File: src/rtl/eq_regmap_pkg.sv
// Shared constants and address helper for the equalizer configuration register map.
package eq_regmap_pkg;

    localparam int ADDR_CONFIG    = 0;
    localparam int ADDR_GAIN_BASE = 1;
    localparam int BYTES_PER_GAIN = 3;
    localparam int NUM_BANDS      = 10;
    localparam int NUM_REGS       = 31;
    localparam int LAST_ADDR      = 30;

    // Byte address of lane b (0 = LSB) of band n (1..10).
    function automatic int band_byte_addr(input int n, input int b);
        return ADDR_GAIN_BASE + BYTES_PER_GAIN * (n - 1) + b;
    endfunction

endpackage

File: src/rtl/reg_map.sv
// Write-only byte register bank presenting the equalizer configuration word
// and ten little-endian 24-bit band gains straight from the registers.
module reg_map
    import eq_regmap_pkg::*;
#(
    parameter int GAIN_WIDTH = 24,
    parameter int ADDR_WIDTH = 8
) (
    input  logic                  clk,
    input  logic                  rst,
    input  logic                  we,
    input  logic [ADDR_WIDTH-1:0] addr,
    input  logic [7:0]            data_in,
    output logic [7:0]            configuration,
    output logic [GAIN_WIDTH-1:0] gain_1,
    output logic [GAIN_WIDTH-1:0] gain_2,
    output logic [GAIN_WIDTH-1:0] gain_3,
    output logic [GAIN_WIDTH-1:0] gain_4,
    output logic [GAIN_WIDTH-1:0] gain_5,
    output logic [GAIN_WIDTH-1:0] gain_6,
    output logic [GAIN_WIDTH-1:0] gain_7,
    output logic [GAIN_WIDTH-1:0] gain_8,
    output logic [GAIN_WIDTH-1:0] gain_9,
    output logic [GAIN_WIDTH-1:0] gain_10
);

    logic [7:0]            regs_q [NUM_REGS];
    logic [7:0]            regs_d [NUM_REGS];
    logic [GAIN_WIDTH-1:0] gains  [NUM_BANDS];

    // Next-state: full-width address compare per register, so addresses past
    // the last register match nothing and can never alias onto a low register.
    always_comb begin
        for (int i = 0; i < NUM_REGS; i++) begin
            regs_d[i] = regs_q[i];
            if (we && (addr == ADDR_WIDTH'(i))) begin
                regs_d[i] = data_in;
            end
        end
    end

    // Register storage: asynchronous active-low clear of every byte.
    always_ff @(posedge clk or negedge rst) begin
        if (!rst) begin
            for (int i = 0; i < NUM_REGS; i++) begin
                regs_q[i] <= 8'h00;
            end
        end else begin
            for (int i = 0; i < NUM_REGS; i++) begin
                regs_q[i] <= regs_d[i];
            end
        end
    end

    // Each gain is three consecutive bytes, lowest address in the LSB lane.
    for (genvar n = 1; n <= NUM_BANDS; n++) begin : g_band
        assign gains[n-1] = {regs_q[band_byte_addr(n, 2)],
                             regs_q[band_byte_addr(n, 1)],
                             regs_q[band_byte_addr(n, 0)]};
    end

    assign configuration = regs_q[ADDR_CONFIG];
    assign gain_1        = gains[0];
    assign gain_2        = gains[1];
    assign gain_3        = gains[2];
    assign gain_4        = gains[3];
    assign gain_5        = gains[4];
    assign gain_6        = gains[5];
    assign gain_7        = gains[6];
    assign gain_8        = gains[7];
    assign gain_9        = gains[8];
    assign gain_10       = gains[9];

endmodule

File: config.mk
export PLATFORM = sky130hd
export DESIGN_NAME = reg_map
export DESIGN_NICKNAME = d
export VERILOG_FILES = /design/src/rtl/eq_regmap_pkg.sv /design/src/rtl/reg_map.sv
export SDC_FILE = /design/constraint.sdc
export NUM_CORES = 1
export LEC_CHECK = 0
export BUFFER_PORTS_ARGS = -buffer_cell sky130_fd_sc_hd__buf_2
export CAP_MARGIN = 10
export CORE_AREA = 5 5 134 161
export DETAILED_ROUTE_END_ITERATION = 8
export DIE_AREA = 0 0 139 166
export HOLD_SLACK_MARGIN = 0.12
export PLACE_DENSITY = 0.76
export SLEW_MARGIN = 20
export SYNTH_ARGS = -nofsm -noshare
export SYNTH_HDL_FRONTEND = slang
export SYNTH_SLANG_ARGS = --single-unit
File: constraint.sdc
create_clock -name clk -period 1.9 [get_ports clk]
set_clock_uncertainty 0.05 [all_clocks]
set_input_delay 0.19 -clock clk [delete_from_list [all_inputs] [get_ports clk]]
set_output_delay 0.19 -clock clk [all_outputs]
set_load 0.1 [all_outputs]
==> flow_results.org <==
** Status
- The flow ran to the end, and the final reports show no timing, DRC or antenna violations.

** Logic synthesis
- During synthesis, Yosys emitted a total of 0 warnings.
- Yosys attributes the largest share of cell area to dfrtp_1, mux2_2, mux2_4.
- The cell count after synthesis came out at 584.
- When the netlist entered floorplanning its net count stood at 603.
- The number of different library cells used by synthesis comes to 25.
- Averaged over all synthesized cells, the footprint is 16.7 µm².
- After synthesis the cells add up to 9730 µm².
- Summed over all instances, the cell type with the most area after synthesis is dfrtp_1.
- Sequential elements use 63.8% of the synthesized area.
- Area fraction of the dominant cell type after synthesis :: 63.8%
- The synthesized design contains 248 register bits.

** GRT
- Maximum number of pins on one net before global-route repair :: 63
- Sum of overflow across all layers after global routing :: 0
- The number of antenna violations at the first check in global routing came to 1.
- Global routing used 21.8% of the available tracks across all layers.
- The first global-routing pass estimated 40200 µm of wire.
- The number of global-route vias before repair is 6661.

** Clock tree
- Post-CTS Resized :: 0
- Hold_buf cts :: 1
- Counting along the longest clock path gives a buffer depth of 3.
- At the later pin of the worst-skew pair, clock insertion delay measures 500 ps.
- Clock-pin slew was measured on the worst setup and hold paths at 60 ps.
- Post-CTS Setup Repair Bufs :: 0
- Number of buffers added by the clock tree synthesis step :: 25
- Number of H-tree branching levels :: 1
- CTS saw 248 sinks.
- CTS root buffer :: clkbuf_16
- CTS tree :: yes

** Timing
- The worst path uses 82.7% of the clock period.
- Counting I/O delays and the setup requirement, the final critical path takes 1570 ps.
- Tightest slew margin relative to the limit :: 50.3%
- Timing would allow up to 0.636 GHz.
- Setup repair after global routing missed its margin :: no
- Setup violations remaining at the end of the flow were counted as 0.
- The max-slew violation total from the final report came to 0.
- Setup TNS :: 0 ps
- The number of endpoints with negative hold slack in the final report was 0.
- Worst slew pin tran :: 746 ps

** Floorplan
- After floorplanning, the core was divided into 57 placement rows.
- Die outline height :: 166 µm
- Die area :: 23100 µm²
- Measured along the x axis, the die boundary spans 139 µm.
- Effective utilization at floorplan :: 48.7%
- 267 I/O pins were placed.
- Area of the core :: 20000 µm²

** Drt
- Detailed Route Iter0 Violations :: 238
- After detailed routing, the average wire length per cell comes to 21.2 µm.
- The count of nets left with antenna violations once routing finished came out at 0.
- The first detailed-routing pass ran for 4 iterations.
- The final layout contains routed wiring with a total length of 25000 µm.
- After detailed routing, the number of vias per cell comes to 5.21.
- DRC violation count after routing :: 0
- Via count :: 6132

** Setup path
- Nature of the critical path endpoint :: primary output
- The critical path is of the flip-flop to primary output type.
- Setup slack on the worst reg-to-reg path comes out at 1040 ps.
- Walking the worst path, the cells encountered are buf_2.
- Among all stages on the critical path, the largest delay is contributed by buf_2.
- CP max stage delay :: 450 ps
- Counting both buffers and inverters, the worst setup path holds a total of 1.
- Worst endpoint data arrival time :: 1330 ps
- The kind of cell with the highest combined delay along the critical path is buffers and inverters.
- For the worst setup path, the data required time is 1660 ps.
- In this run the worst path has a maximum fanout of 2.
- The worst setup path is launched from a flip-flop.

** Power
- Static power due to leakage :: 7.09 nW
- Switching pwr :: 4.43 mW
- Maximum vdd drop :: 0.877 mV
- Sequential share of power :: 42.3%
- The design draws 13.4 mW.
- Cell internal power was estimated by the tool at 8.95 mW.
- Power spread over the standard cell area amounts to 1060 nW/µm².
- Combinational Power Share :: 21.0%
- The clock network accounts for 36.7% of the total power.
- Net switching is 33.1% of the power.

** Final layout
- Most common library cell in the layout ignoring fill and taps :: buf_2
- At the end of the flow the core is filled with cells to 63.0%.
- Of the cells placed in the final design, the portion with a size suffix greater than 1 is 69.2%.
- In the layout the commonest cells are buf_2, dfrtp_1, mux2_2.
- Final net count :: 915
- Relative to the synthesized area, the layout overhead comes to 29.3%.

** Place
- Placed wire-length estimate after detailed placement :: 16900 µm
- Port buffer count :: 266
- Routability-driven placement finished with a final weighted congestion of 0.756.

** Hold path
- Worst hold path type :: input port to async pin

** Flow run
- Across the run, the number of max-cap violations was 0.
==> Yosys cell counts, drive strengths merged <==
library cell and n:
nor2 2, nand2 2, mux2 248, nor4b 1
nor2b 3, nor4 6, nand2b 2, buf 15
clkbuf 21, nand4 12, dfrtp 248, or2b 2
and2 1, nor3 12, or4b 2, or4 2
nand3 1, inv 1, nand3b 3
==> per-stage QoR <==
step / std cells / hold WS (ps) / area (µm²) / worst slack [ps]
after floorplan: 584 / -156 / 9750 / -68.1
after global placement: 1133 / 75.6 / 11800 / -103
after detailed placement: 1133 / 78.3 / 11800 / -115
after CTS: 1175 / 134 / 12600 / 306
after global routing: 1176 / 153 / 12600 / 289
final: 1176 / 138 / 12600 / 328
==> cell families (layout without fill, tap and decap cells) <==
logic type,Yosys count,after routing,share of synthesized area [%]
DFF,248,248,63.8
other,0,1,0
muxes,248,248,29.3
and+or+nand+nor,51,51,4.79
buffers and inverters,37,363,2.15
==> worst paths after layout <==
check	start	end	cells past startpoint
max reg2reg	gain_1[14]	gain_1[14]	1
min in group clk	data_in[0]	gain_7[0]	3
max	gain_1[14]	gain_1[14]	1
min reg2reg	gain_2[0]	gain_2[0]	1
max in group asynchronous	rst	gain_8[15]	3
min	rst	gain_1[13]	2
==> metal layers <==
layer  vias to the layer above  wire length [µm]  global-route usage, %
met5                         -                 0                      0
met4                         0               554                   5.45
met3                        38              1480                   4.64
met2                       201             12500                   37.3
met1                      3180             10400                   28.6
li1                       2713                 -                      -
==> flip-flops by register name, indices dropped and copies added (netlist names) <==
register,count
gain_5,24
gain_6,24
gain_2,24
gain_4,24
gain_10,24
gain_7,24
gain_8,24
gain_9,24
configuration,8
gain_3,24
gain_1,24
==> final cells by class <==
class / instances / area [µm²]
fill: 1553 / 7380
sequential: 248 / 6210
multi-input combinational: 299 / 3330
timing repair buffer: 321 / 1890
clock buffer: 35 / 743
tap: 265 / 332
clock inverter: 6 / 80.1
inverter: 1 / 3.75
antenna: 1 / 2.50
==> power by group through the flow <==
stage / registers [mW] / logic (mW) / clock network [mW]
6_report: 5.66 / 2.81 / 4.90
4_1_cts: 5.66 / 2.83 / 5.00
5_1_grt: 5.69 / 2.90 / 5.23
3_3_place_gp: 5.75 / 2.80 / 0
2_1_floorplan: 7.60 / 0.359 / 0
3_5_place_dp: 5.76 / 2.83 / 0
Power figures use the tool's default switching activity.
